`config.mk`:
```
export PLATFORM = sky130hd
export DESIGN_NAME = ex_mem_latch
export DESIGN_NICKNAME = d
export VERILOG_FILES = /design/src/rtl/ex_mem_latch.sv
export SDC_FILE = /design/constraint.sdc
export NUM_CORES = 1
export LEC_CHECK = 0
export CORE_AREA = 3 3 177 179
export DETAILED_ROUTE_END_ITERATION = 8
export DIE_AREA = 0 0 180 182
export GPL_TIMING_DRIVEN = 0
export HOLD_SLACK_MARGIN = 0.02
export PLACE_DENSITY = 0.8
export SETUP_SLACK_MARGIN = 0.15
export SYNTH_ARGS = -nofsm -noshare
export SYNTH_HDL_FRONTEND = slang
export SYNTH_SLANG_ARGS = --single-unit
```
`constraint.sdc`:
```
create_clock -name clk -period 2.3 [get_ports clk]
set_input_delay 0.345 -clock clk [delete_from_list [all_inputs] [get_ports clk]]
set_output_delay 0.345 -clock clk [all_outputs]
set_load 0.01 [all_outputs]
```
`src/rtl/ex_mem_latch.sv`:
```
// EX/MEM pipeline register with a one-shot data-cache access FSM.
// Holds its contents while the cache is busy or the pipeline is globally stalled.
package rv32i_types;
    typedef struct packed {
        logic [3:0] alu_op;
        logic       alu_src;
        logic       branch;
        logic       jump;
        logic       MEM_Read;
        logic       MEM_Write;
        logic       mem_to_reg;
        logic       reg_write;
    } rv32i_control_word;
endpackage

module ex_mem_latch
    import rv32i_types::*;
#(
    parameter logic PERF_CNT = 1'b1
) (
    input  logic              clk,
    input  logic              rst,
    input  logic              EX_valid,
    input  rv32i_control_word EX_control,
    input  logic [31:0]       EX_RESULT,
    input  logic [31:0]       EX_ALU_IN1,
    input  logic [31:0]       EX_ALU_IN2,
    input  logic [31:0]       EX_ADD,
    input  logic              EX_ZERO,
    input  logic [4:0]        EX_RD,
    input  logic [4:0]        EX_RS1,
    input  logic [4:0]        EX_RS2,
    input  logic [3:0]        EX_funct,
    input  logic              MEM_resp,
    input  logic [31:0]       MEM_Load_Data_live,
    input  logic              PCSrc,
    input  logic              stall_in,
    output logic              MEM_valid,
    output rv32i_control_word MEM_control,
    output logic [31:0]       MEM_RESULT,
    output logic [31:0]       MEM_ALU_IN1,
    output logic [31:0]       MEM_ALU_IN2,
    output logic [31:0]       MEM_ADD,
    output logic              MEM_ZERO,
    output logic [4:0]        MEM_RD,
    output logic [4:0]        MEM_RS1,
    output logic [4:0]        MEM_RS2,
    output logic [3:0]        MEM_funct,
    output logic [31:0]       MEM_Load_Data,
    output logic              mem_stall,
    output logic [31:0]       stall_cycles,
    output logic [31:0]       flush_count
);

    typedef enum logic [1:0] {IDLE, WAIT, DONE} state_t;

    state_t            state;
    rv32i_control_word ctrl_q;
    logic              valid_q;
    logic [31:0]       held_q;
    logic [31:0]       stall_cnt;
    logic [31:0]       flush_cnt;
    logic              hold;
    logic              ex_memop;

    assign hold      = stall_in | (state == WAIT && !MEM_resp) | (state == DONE && stall_in);
    assign ex_memop  = EX_valid & (EX_control.MEM_Read | EX_control.MEM_Write);
    assign mem_stall = hold;

    always_ff @(posedge clk) begin
        if (rst) begin
            state       <= IDLE;
            valid_q     <= 1'b0;
            ctrl_q      <= '0;
            MEM_RESULT  <= '0;
            MEM_ALU_IN1 <= '0;
            MEM_ALU_IN2 <= '0;
            MEM_ADD     <= '0;
            MEM_ZERO    <= 1'b0;
            MEM_RD      <= '0;
            MEM_RS1     <= '0;
            MEM_RS2     <= '0;
            MEM_funct   <= '0;
            held_q      <= '0;
            stall_cnt   <= '0;
            flush_cnt   <= '0;
        end else begin
            if (hold)
                stall_cnt <= stall_cnt + 32'd1;
            if (!hold) begin
                if (PCSrc) begin
                    // wrong-path squash: bubble in, fields zeroed
                    state       <= IDLE;
                    valid_q     <= 1'b0;
                    ctrl_q      <= '0;
                    MEM_RESULT  <= '0;
                    MEM_ALU_IN1 <= '0;
                    MEM_ALU_IN2 <= '0;
                    MEM_ADD     <= '0;
                    MEM_ZERO    <= 1'b0;
                    MEM_RD      <= '0;
                    MEM_RS1     <= '0;
                    MEM_RS2     <= '0;
                    MEM_funct   <= '0;
                    if (EX_valid)
                        flush_cnt <= flush_cnt + 32'd1;
                end else begin
                    state       <= ex_memop ? WAIT : IDLE;
                    valid_q     <= EX_valid;
                    ctrl_q      <= EX_control;
                    MEM_RESULT  <= EX_RESULT;
                    MEM_ALU_IN1 <= EX_ALU_IN1;
                    MEM_ALU_IN2 <= EX_ALU_IN2;
                    MEM_ADD     <= EX_ADD;
                    MEM_ZERO    <= EX_ZERO;
                    MEM_RD      <= EX_RD;
                    MEM_RS1     <= EX_RS1;
                    MEM_RS2     <= EX_RS2;
                    MEM_funct   <= EX_funct;
                end
            end else if (state == WAIT && MEM_resp) begin
                // response arrived while frozen: keep the load data for the wait
                state  <= DONE;
                held_q <= MEM_Load_Data_live;
            end
        end
    end

    // Read/Write only visible while the access is outstanding, so it is issued once
    always_comb begin
        MEM_control = '0;
        if (valid_q) begin
            MEM_control           = ctrl_q;
            MEM_control.MEM_Read  = ctrl_q.MEM_Read  & (state == WAIT);
            MEM_control.MEM_Write = ctrl_q.MEM_Write & (state == WAIT);
        end
    end

    assign MEM_valid     = valid_q;
    assign MEM_Load_Data = (state == DONE) ? held_q : MEM_Load_Data_live;
    assign stall_cycles  = PERF_CNT ? stall_cnt : 32'd0;
    assign flush_count   = PERF_CNT ? flush_cnt : 32'd0;

endmodule
```
==> results.sh, run 1 <==
export IMPL_drcViolationCount=0
export IMPL_holdCritStartpoint="stall_in"
export IMPL_vias=11100
export IMPL_place_port_buffers=450
export IMPL_multi_input_area_mm2=0.00521
export IMPL_reg2reg_setup_slack_ns=0.23
export IMPL_core_mm2=0.0297
export IMPL_synthesized_netlist_net_count=1451
export IMPL_clk_pin_slew_ns=0.06
export IMPL_cts_root_buf="sky130_fd_sc_hd__clkbuf_16"
export IMPL_yosys_warnings=0
export IMPL_numClockSinks=258
export IMPL_synthesis_area_per_instance_um2=8.54
export IMPL_fin_crit_share_pct=97.1
export IMPL_synthCells=1252
export IMPL_hpwlAfterDp_mm=30.7
export IMPL_static_leakage_power_uw=0.00612
export IMPL_n_antenna_cell=0
export IMPL_fillCellCount=2554
export IMPL_areaGrowthSynthToFinish_pct=60.2
export IMPL_worstHoldPathType="in2reg"
export IMPL_biggest_fanout_along_the_worst_timing_path=8
export IMPL_total_die_area_mm2=0.0328
export IMPL_most_common_cell_after_layout_fill_and_taps_aside="sky130_fd_sc_hd__clkdlybuf4s50_1"
export IMPL_drt_pass1_iter_count=7
export IMPL_detail_route_antenna_nets=0
export IMPL_length_in_cells_of_the_worst_reg_to_reg_path=9
export IMPL_rr_startpoint="state[0]"
export IMPL_std_cell_rows=63
export IMPL_floorplan_die_width_um=180
export IMPL_initial_util_pct=36.0
export IMPL_synth_seq_area_share_pct=48.3
export IMPL_run_status="completed"
export IMPL_timing_fmax_mhz=448
export IMPL_routed_length_per_instance_um=19.5
export IMPL_critical_path_arrival_ns=1.89
export IMPL_htreeDepth=1
export IMPL_cp_start_kind="flop"
export IMPL_ctsLongestPathBuffers=3
export IMPL_rsz0062_at_grt="true"
export IMPL_finalSetupViolations=0
export IMPL_via_per_inst=5.14
export IMPL_tritoncts="built"
export IMPL_dr_first_iter_drc_count=741
export IMPL_ys_seq_elements=258
export IMPL_crit_reg2reg_capture="MEM_ADD[18]"
export IMPL_report_final_hold_viol_count=0
export IMPL_timing_setup_critical_path_class="reg2out"
export IMPL_post_layout_nets=1947
export IMPL_io_pins=454
export IMPL_clock_skew_ns=0.0127
export IMPL_die_height_um=182
export IMPL_tritoncts_num_buffers=29
export IMPL_regArea_mm2=0.00517
export IMPL_grt_max_degree=14
export IMPL_post_route_cell_area_mm2=0.0171
export IMPL_cp_required_ns=1.96
export IMPL_crit_path_end_kind="output pin"
export IMPL_final_max_slew_violation_count=0
export IMPL_grt_overflow_total=0
export IMPL_worstMarginPinSlew_ns=0.825
export IMPL_gp_routability_congestion=0.947
export IMPL_dpl_cell_area_mm2=0.0157
export IMPL_final_cell_mix="sky130_fd_sc_hd__clkdlybuf4s50_1, sky130_fd_sc_hd__dfxtp_1, sky130_fd_sc_hd__nand2_1"
export IMPL_peakVddDrop_mv=0.437
export IMPL_hold_ws_ns=0.204
export IMPL_maxCapViolCount=0
export IMPL_clk_latency_ns=0.55
export IMPL_fin_crit_ns=2.23
export IMPL_synth_cell_type_count=42
export IMPL_grt_first_pass_wirelength_mm=62.9
export IMPL_first_global_vias=10900
export IMPL_gr_util_all_layers_pct=23.7
export IMPL_initial_antenna_violation_count=0
export IMPL_hold_depth=2
export IMPL_power_density_mw_per_mm2=628
export IMPL_netlist_area_mm2=0.0107
export IMPL_wl_mm=42.0
export IMPL_max_slew_margin_pct=45.0
export IMPL_hold_path_endpoint="state[1]"
export IMPL_final_layout_size_suffix_gt1_share_pct=10.3
-- worst max-delay path by stage --
stage / depth (start not counted) / end / slack, ns / from
floorplan: 5 / flush_count[31] / 0.55 / flush_count[5]
global placement: 7 / mem_stall / -0.84 / MEM_resp
detailed placement: 7 / mem_stall / -0.80 / MEM_resp
CTS: 3 / MEM_control[3] / 0.001 / state[0]
global route: 6 / MEM_Load_Data[20] / 0.03 / state[0]
finish: 6 / MEM_Load_Data[20] / 0.07 / state[0]
-- state kept, by name, indices dropped and copies added (netlist names) --
register      count
MEM_ALU_IN2      32
held_q           32
state             2
MEM_valid         1
ctrl_q           11
MEM_ADD          32
stall_cycles     32
MEM_ZERO          1
flush_count      32
MEM_RD            5
MEM_funct         4
MEM_ALU_IN1      32
MEM_RS2           5
MEM_RESULT       32
MEM_RS1           5
-- logic make-up after synthesis --
family          after synthesis  share of synthesized area (%)
simple gates                569                           29.0
flops                       258                           48.3
compound gates              231                           11.0
buf+inv                     113                           4.31
xor+xnor                     47                           3.85
mux                          32                           3.37
fa+ha+maj                     2                          0.234
-- worst max-delay path: stages, from the launching register on --
cell and delay, ns:
sky130_fd_sc_hd__dfxtp_2 0.33, sky130_fd_sc_hd__nand2b_4 0.14, sky130_fd_sc_hd__clkbuf_16 0.17, sky130_fd_sc_hd__buf_12 0.13, sky130_fd_sc_hd__buf_16 0.12, sky130_fd_sc_hd__mux2_4 0.31
sky130_fd_sc_hd__buf_6 0.13
-- metal layers --
metal,wire length [um],vias to the layer above,GRT usage [%]
met5,0,-,0
met4,1460,0,9.19
met3,3060,87,5.65
met2,20700,472,41.0
met1,16800,5287,28.6
li1,-,5243,-
-- stage by stage --
stage,instances,util (%),TNS (ns),power (uW),setup WS [ns]
2_1_floorplan,1252,-,0,5220,0.553
3_3_place_gp,2092,52.8,-100.89,6020,-0.837
3_5_place_dp,2092,52.8,-99.58,6040,-0.803
4_1_cts,2153,56.6,0,10800,0.00103
5_1_grt,2159,57.6,0,11100,0.0280
6_report,2159,57.6,0,10800,0.0670
-- power by group --
group	internal (uW)	total (uW)	leakage (uW)	switching (uW)
sequential	4590	4660	0.00210	70.5
combinational	732	1340	0.00354	604
clock	2850	4760	0.000478	1910
-- final cells by class --
| cell class | instances | area share [%] |
|---|---|---|
| clock buffers | 46 | 5.19 |
| repair buffers | 465 | 27.6 |
| clock inverters | 6 | 0.504 |
| plain buffers | 100 | 2.94 |
| inverters | 13 | 0.300 |
| well taps | 390 | 2.85 |
| multi-input cells | 881 | 30.4 |
| flip-flops and latches | 258 | 30.2 |
-- Yosys cell counts, drive strengths merged --
cell | n | area share [%]
inv | 13 | 0.46
nand3 | 28 | 1.7
or3 | 14 | 0.82
nand3b | 160 | 11
nor3b | 2 | 0.19
nor3 | 15 | 0.75
a21oi | 211 | 9.9
nor4 | 6 | 0.77
nor4b | 1 | 0.082
or4 | 1 | 0.070
mux2 | 32 | 3.4
xnor2 | 26 | 2.1
and2 | 14 | 0.82
o21ai | 15 | 0.70
nand4 | 12 | 0.76
clkbuf | 70 | 2.5
and3 | 7 | 0.42
nor2b | 2 | 0.12
o2111ai | 2 | 0.16
nor2 | 53 | 2.0
nand2b | 2 | 0.12
o31ai | 1 | 0.070
o211ai | 1 | 0.070
buf | 30 | 1.4
and4 | 7 | 0.57
dfxtp | 258 | 48
nand2 | 245 | 8.6
o21a | 1 | 0.070
ha | 2 | 0.23
xor2 | 21 | 1.7
-- repair_timing --
action,4_1_cts,5_1_grt
cloned,3,0
gates resized for setup,189,67
pin swaps,1,2
setup endpoints to repair,207,84
setup buffers,6,6
endpoints found under the hold margin,0,0
hold buffers,0,0
Power figures use the tool's default switching activity.
==> run 2: changes to the inputs <==
Clock period 2.3 ns to 2.45 ns, I/O delays scaled along.
==> results.sh, run 2 (synthesis results as in run 1) <==
export IMPL_grt_first_pass_wirelength_mm=62.3
export IMPL_final_cell_mix="sky130_fd_sc_hd__clkdlybuf4s50_1, sky130_fd_sc_hd__dfxtp_1, sky130_fd_sc_hd__nand2_1"
export IMPL_clk_latency_ns=0.55
export IMPL_gr_max_usage_layer="met2"
export IMPL_static_leakage_power_uw=0.00580
export IMPL_n_antenna_cell=0
export IMPL_clock_skew_ns=0.0119
export IMPL_power_density_mw_per_mm2=599
export IMPL_power_share_switching_pct=24.0
export IMPL_first_global_vias=10800
export IMPL_clk_pin_slew_ns=0.06
export IMPL_biggest_fanout_along_the_worst_timing_path=10
export IMPL_timing_fmax_mhz=436
export IMPL_detail_route_antenna_nets=0
export IMPL_sequentialPowerShare_pct=43.5
export IMPL_rsz0062_at_grt="true"
export IMPL_std_cell_rows=63
export IMPL_finalSetupViolations=0
export IMPL_worstHoldPathType="in2reg"
export IMPL_drt_pass1_iter_count=6
export IMPL_final_layout_size_suffix_gt1_share_pct=8.69
export IMPL_crit_reg2reg_capture="stall_cycles[30]"
export IMPL_tritoncts="built"
export IMPL_via_per_inst=5.15
export IMPL_ctsLongestPathBuffers=3
export IMPL_tritoncts_num_buffers=29
export IMPL_max_slew_margin_pct=43.5
export IMPL_timing_setup_critical_path_class="reg2out"
export IMPL_areaGrowthSynthToFinish_pct=57.1
export IMPL_final_max_slew_violation_count=0
export IMPL_run_status="completed"
export IMPL_pwr_share_clk_pct=44.5
export IMPL_place_port_buffers=450
export IMPL_wl_mm=41.3
export IMPL_routed_length_per_instance_um=19.2
export IMPL_post_layout_nets=1938
export IMPL_critical_path_arrival_ns=1.92
export IMPL_cp_start_kind="flop"
export IMPL_crit_path_end_kind="output pin"
export IMPL_gr_util_all_layers_pct=23.4
export IMPL_vias=11100
export IMPL_p_sw_uw=2420
export IMPL_io_pins=454
export IMPL_fin_crit_share_pct=93.5
export IMPL_power_report_internal_total_uw=7640
export IMPL_global_routing_met3_resource_utilization_pct=5.65
export IMPL_worstMarginPinSlew_ns=0.847
export IMPL_drcViolationCount=0
export IMPL_die_height_um=182
export IMPL_grt_met2_usage_pct=40.6
export IMPL_cts_root_buf="sky130_fd_sc_hd__clkbuf_16"
export IMPL_length_in_cells_of_the_worst_reg_to_reg_path=9
export IMPL_layout_cells_excl_fill=2150
export IMPL_holdBufCountCts=0
export IMPL_rr_startpoint="state[0]"
export IMPL_report_final_hold_viol_count=0
export IMPL_numClockSinks=258
export IMPL_grt_overflow_total=0
export IMPL_hold_path_endpoint="state[1]"
export IMPL_fin_crit_ns=2.29
export IMPL_core_mm2=0.0297
export IMPL_floorplan_die_width_um=180
export IMPL_peakVddDrop_mv=0.416
export IMPL_hpwlAfterDp_mm=30.7
export IMPL_global_route_met1_usage_pct=28.3
export IMPL_initial_antenna_violation_count=0
export IMPL_report_power_total_uw=10100
export IMPL_holdCritStartpoint="stall_in"
export IMPL_dr_first_iter_drc_count=726
export IMPL_gp_routability_congestion=0.947
export IMPL_total_die_area_mm2=0.0328
export IMPL_power_combinational_fraction_pct=12.0
export IMPL_hold_depth=2
export IMPL_reg2reg_setup_slack_ns=0.23
export IMPL_finalSetupTns_ns=0
export IMPL_most_common_cell_after_layout_fill_and_taps_aside="sky130_fd_sc_hd__clkdlybuf4s50_1"
export IMPL_initial_util_pct=36.0
export IMPL_grt_max_degree=14
export IMPL_cp_required_ns=2.08
export IMPL_htreeDepth=1
export IMPL_maxCapViolCount=0
export IMPL_numPlacedInstances=2092
## run 2: changes by cell type in the layout (fill, tap and decap cells not counted), moves of 4 or more
cell / delta
sky130_fd_sc_hd__buf_6: -29
sky130_fd_sc_hd__mux2_4: -23
sky130_fd_sc_hd__mux2_2: +20
sky130_fd_sc_hd__clkbuf_2: +11
sky130_fd_sc_hd__clkdlybuf4s15_1: +10
sky130_fd_sc_hd__clkdlybuf4s50_1: +9
sky130_fd_sc_hd__buf_4: -6
sky130_fd_sc_hd__dlygate4sd2_1: -4
## run 2: critical path: stages (launching register included)
cell and delay (ns):
sky130_fd_sc_hd__dfxtp_2 0.34, sky130_fd_sc_hd__nand2b_4 0.13, sky130_fd_sc_hd__clkbuf_16 0.16, sky130_fd_sc_hd__buf_12 0.13, sky130_fd_sc_hd__mux2_2 0.33, sky130_fd_sc_hd__dlygate4sd2_1 0.28
## run 2: metal layers
metal  share of wire [%]  routed length (um)  up-vias
met4                 3.6                1480        0
met5                   0                   0        -
met1                  41               16800     5261
li1                    -                   -     5231
met2                  48               20000      481
met3                 7.4                3050       95
## run 2: cell type report
| cell class | count | area (um^2) |
|---|---|---|
| Sequential cell | 258 | 5170 |
| Fill cell | 2607 | 12900 |
| Multi-Input combinational cell | 881 | 5100 |
| Timing Repair Buffer | 456 | 4500 |
| Clock buffer | 46 | 890 |
| Tap cell | 390 | 488 |
| Inverter | 13 | 51.3 |
| Clock inverter | 6 | 86.3 |
| Buffer | 100 | 505 |
## run 2: through the flow
step	worst slack (ns)	hold slack [ns]	util, %	area [um^2]
2_1_floorplan	0.686	0.427	-	10700
3_3_place_gp	-0.732	0.433	52.8	15700
3_5_place_dp	-0.698	0.442	52.8	15700
4_1_cts	0.0670	0.190	56.5	16800
5_1_grt	0.109	0.220	56.5	16800
6_report	0.159	0.216	56.5	16800
## run 2: power groups by stage
stage,clock network (uW),logic (uW),registers [uW]
final,4470,1210,4370
after global routing,4690,1290,4380
after CTS,4520,1200,4370
after detailed placement,0,1200,4460
after global placement,0,1190,4460
after floorplan,0,395,4500
## run 2: how the worst max path moves through the flow
stage,start,endpoint,slack [ns],cells after the start
floorplan,stall_in,flush_count[11],0.69,6
global placement,MEM_resp,mem_stall,-0.73,7
detailed placement,MEM_resp,mem_stall,-0.70,7
CTS,state[0],MEM_Load_Data[25],0.07,5
global route,state[0],MEM_Load_Data[2],0.11,5
finish,state[0],MEM_Load_Data[2],0.16,5
## run 2: repair_timing
item                       CTS  global route
setup endpoints to repair  171            77
cloned                       1             0
resized for setup           92            49
pin swaps                    1             2
setup buffers                3             2
==> run 3: changes to the inputs <==
Settings changed: HOLD_SLACK_MARGIN 0.02 to 0.06.
==> results of run 3 <==
Final layout, timing and power as in run 2 (identical DEF).
==> RTL change 1, RTL diff (config.mk and constraints of run 3) <==
The 3 states of `state_t` get a one-hot encoding in 3 bits.
--- a/src/rtl/ex_mem_latch.sv
+++ b/src/rtl/ex_mem_latch.sv
@@ -53,5 +53,5 @@
 );
 
-    typedef enum logic [1:0] {IDLE, WAIT, DONE} state_t;
+    typedef enum logic [2:0] {IDLE = 3'b001, WAIT = 3'b010, DONE = 3'b100} state_t;
 
     state_t            state;
Check against the original RTL: no difference found for any inputs over 4 cycles, from zero or initial values and one cycle with rst high; so few cycles prove little.
==> RTL change 1 against run 3 <==
  * Cell area rose by 5.1%
  * Maximum frequency fell by 2.5%
  * Clock skew rose by 0.0031 ns
  * Total power rose by 5.9%
  * Clock power rose by 12%
  * Area after synthesis rose by 3.0%
  * Core utilization rose by 2.9 points
  * Setup slack got worse by 0.060 ns
  * Sequential cell count rose by 1
  * Routed wire length rose by 4.6%
  * Largest cell class is now multi-input gates
  * Highest routed layer is now met5
==> RTL change 1: results (changes against run 3) <==
status: "completed"
seq_area_frac_synth_pct: 47.1  # -1.2 points
wl_met1_um: 16300  # -3.2%
buf_share_pct: 30.2  # +0.41 points
routed_wl_um: 43200  # +4.6%
syn_nets: 1491  # +2.8%
hpwl_um: 31800  # +3.5%
fillers: 2534  # -2.8%
ff_latch_area_um2: 5200  # +0.63%
final_nets: 1994  # +2.9%
ys_top_cells_by_count: "dfxtp_1 (259), nand2_1 (249), a21oi_1 (237)"
grt_pass1_vias: 11446  # +6.0%
multi_input_area_share_pct: 31.0  # +0.63 points
tightest_slew_ns: 0.822  # -0.0250 ns
wl_met3_um: 3380  # +11%
ir_drop_mv: 0.668  # +61%
powerClk_mw: 5.01  # +12%
nNonClkInverters: 9  # -4
p_switching_mw: 2.42  # +0.21%
multi_input_gates: 914  # +3.7%
synth_area_leaders: "dfxtp_1 (47%), nand3b_1 (11%), a21oi_1 (11%), nand2_1 (8.5%), mux2_2 (3.8%)"
top_layer_used: "met5"
cp.arrival_ns: 1.98  # +0.06 ns
routed-wl-met2_um: 22100  # +11%
synth_xor_area_share_pct: 1.03  # -2.8 points
use_met2_pct: 44.8  # +4.3 points
skew_ns: 0.0150  # +0.00311 ns
max_stage_delay_ns: 0.31  # -0.03 ns
drt_iter0_markers: 607  # -16%
grt_use_met3_pct: 5.75  # +0.10 points
antenna_found_initial: 1  # +1
dr.pass1.iters: 5  # -1
cts.repair.resized: 230  # +150%
drive_gt1_share_pct: 11.1  # +2.4 points
buffers: 583  # +4.9%
synth.distinct_cells: 47  # +12%
synthAdderAreaFrac_pct: 0.227  # -0.0068 points
pre_cts_ws_ns: -1.55  # -0.847 ns
place_congestion: 0.871  # -8.0%
clkbuf_count: 41  # -11%
pwr-share-comb_pct: 11.8  # -0.2 points
cts_made_buffers: 28  # -3.4%
vias_per_cell: 5.28  # +2.6%
worst-path-max-fanout: 8  # -2
muxShareOfSynthArea_pct: 3.98  # +0.61 points
io_buffers: 453  # +0.67%
## RTL change 1: path summary, 6_finish.rpt
| check | start | endpoint | slack [ns] | depth (start not counted) |
|---|---|---|---|---|
| max | state[0] | MEM_Load_Data[16] | 0.1 | 6 |
| min | EX_ADD[22] | MEM_ADD[22] | 0.40 | 3 |
| max reg2reg | state[0] | flush_count[17] | 0.17 | 8 |
| min reg2reg | ctrl_q[10] | ctrl_q[10] | 0.45 | 2 |
## RTL change 1: through the flow
step / hold slack [ns] / setup TNS [ns] / instance area [um2] / instances / utilization (%)
floorplan: 0.427 / 0 / 11000 / 1292 / -
global placement: 0.435 / -181.23 / 16000 / 2135 / 53.9
detailed placement: 0.440 / -189.59 / 16000 / 2135 / 53.9
CTS: 0.373 / 0 / 17500 / 2200 / 59.0
global route: 0.399 / 0 / 17700 / 2207 / 59.4
finish: 0.398 / 0 / 17700 / 2207 / 59.4
==> RTL change 2, RTL diff (flow settings as in run 3) <==
Without the edit above. Change the parameter `PERF_CNT` from 1'b1 to 1'b0.
--- a/src/rtl/ex_mem_latch.sv
+++ b/src/rtl/ex_mem_latch.sv
@@ -17,5 +17,5 @@
     import rv32i_types::*;
 #(
-    parameter logic PERF_CNT = 1'b1
+    parameter logic PERF_CNT = 1'b0
 ) (
     input  logic              clk,
Behaviour: not the same (a bounded check fails within 4 cycles, from zero or initial values and one cycle with rst high).
==> RTL change 2 against run 3 <==
  * First-iteration DRC count decreased by 11%
  * Maximum frequency increased by 2.0%
  * Area after synthesis decreased by 16%
  * Total power decreased by 25%
  * Cell area decreased by 15%
  * Setup slack improved by 0.045 ns
  * Sequential cell count decreased by 64
  * Global-route usage decreased by 3.1 points
  * Routed wire length decreased by 15%
==> RTL change 2: results (changes against run 3) <==
swShare_pct: 25.1  # +1.1 points
drt_iter0_markers: 648  # -11%
r2r_end: "MEM_ZERO"
grt_pass1_vias: 9359  # -13%
clkCellAreaFrac_pct: 4.28  # -1.5 points
whs_ns: 0.455  # +0.239 ns
seq_area_frac_synth_pct: 43.0  # -5.3 points
vias_per_cell: 5.03  # -2.3%
ir_drop_mv: 0.409  # -1.7%
ff_latch_area_um2: 3890  # -25%
grt_use_met3_pct: 5.01  # -0.64 points
place_congestion: 0.897  # -5.2%
routed_wl_um: 35300  # -15%
leakage_nw: 5.20  # -10%
status: "completed"
use_met2_pct: 36.2  # -4.3 points
max_stage_delay_ns: 0.56  # +0.22 ns
syn_area_per_cell_um2: 8.92  # +4.5%
min_path_type: "reg -> reg"
total_power_mw: 7.51  # -25%
muxShareOfSynthArea_pct: 3.99  # +0.62 points
multi_input_area_share_pct: 30.7  # +0.28 points
drive_gt1_share_pct: 12.2  # +3.5 points
r2r_cells: 6  # -3
io_buffers: 387  # -14%
crit_path_top_delay_cell: "clkdlybuf4s50_1"
dp.cells: 1852  # -11%
cts_max_level: 4  # +3
relSlewSlack_pct: 44.2  # +0.68 points
vias: 9492  # -14%
synth_area_leaders: "dfxtp_1 (43%), or4b_1 (17%), a21oi_1 (11%), o21ai_0 (8.8%), buf_4 (5.5%)"
multi_input_gates: 695  # -21%
buffers: 574  # +3.2%
grt_max_degree: 20  # +6
powerClk_mw: 2.96  # -34%
synth_xor_area_share_pct: 0  # -3.9 points
synth.distinct_cells: 31  # -26%
skew_ns: 0.0120  # +0.000156 ns
nNonClkInverters: 1  # -12
cp.arrival_ns: 1.88  # -0.04 ns
antennaDiodeCount: 1  # +1
clk_latency_ns: 0.43  # -0.12 ns
dr.pass1.iters: 5  # -1
synthAdderAreaFrac_pct: 0  # -0.23 points
gr-usage-all-layers_pct: 20.3  # -3.1 points
clkbuf_count: 20  # -57%
clk_pin_slew_ns: 0.08  # +0.02 ns
buf_share_pct: 34.3  # +4.5 points
ys_top_cells_by_count: "dfxtp_1 (194), a21oi_1 (192), o21ai_0 (159)"
grtUsageMet1_pct: 24.1  # -4.3 points
n_sequential_cell: 194  # -25%
pwr-share-comb_pct: 16.5  # +4.5 points
routed-wl-met2_um: 17700  # -11%
wl_met1_um: 14100  # -16%
cts.repair.resized: 77  # -16%
postCtsSetupBuffers: 2  # -1
synth_compound_area_share_pct: 19.7  # +8.8 points
-- RTL change 2: cell count changes after synthesis, sizes merged, moves of 28 or more --
cell / before / now
nand3: 28 / 0
o21ai: 15 / 159
buf: 30 / 87
nand2: 245 / 64
clkbuf: 70 / 98
dfxtp: 258 / 194
nor2: 53 / 1
or4b: 0 / 159
nand3b: 160 / 0
-- RTL change 2: worst max path at each step --
| stage | slack, ns | from | depth (start not counted) | endpoint |
|---|---|---|---|---|
| final | 0.20 | MEM_valid | 3 | MEM_control[8] |
| after global routing | 0.14 | MEM_valid | 3 | MEM_control[8] |
| after CTS | 0.12 | state[1] | 5 | MEM_Load_Data[13] |
| after detailed placement | -0.21 | stall_in | 5 | mem_stall |
| after global placement | -0.20 | stall_in | 5 | mem_stall |
| after floorplan | 0.78 | state[1] | 4 | MEM_Load_Data[5] |
-- RTL change 2: per-stage QoR --
step	worst slack (ns)	area, um2
global route	0.138	14300
floorplan	0.777	9260
global placement	-0.205	13600
finish	0.204	14300
CTS	0.121	14300
detailed placement	-0.215	13600
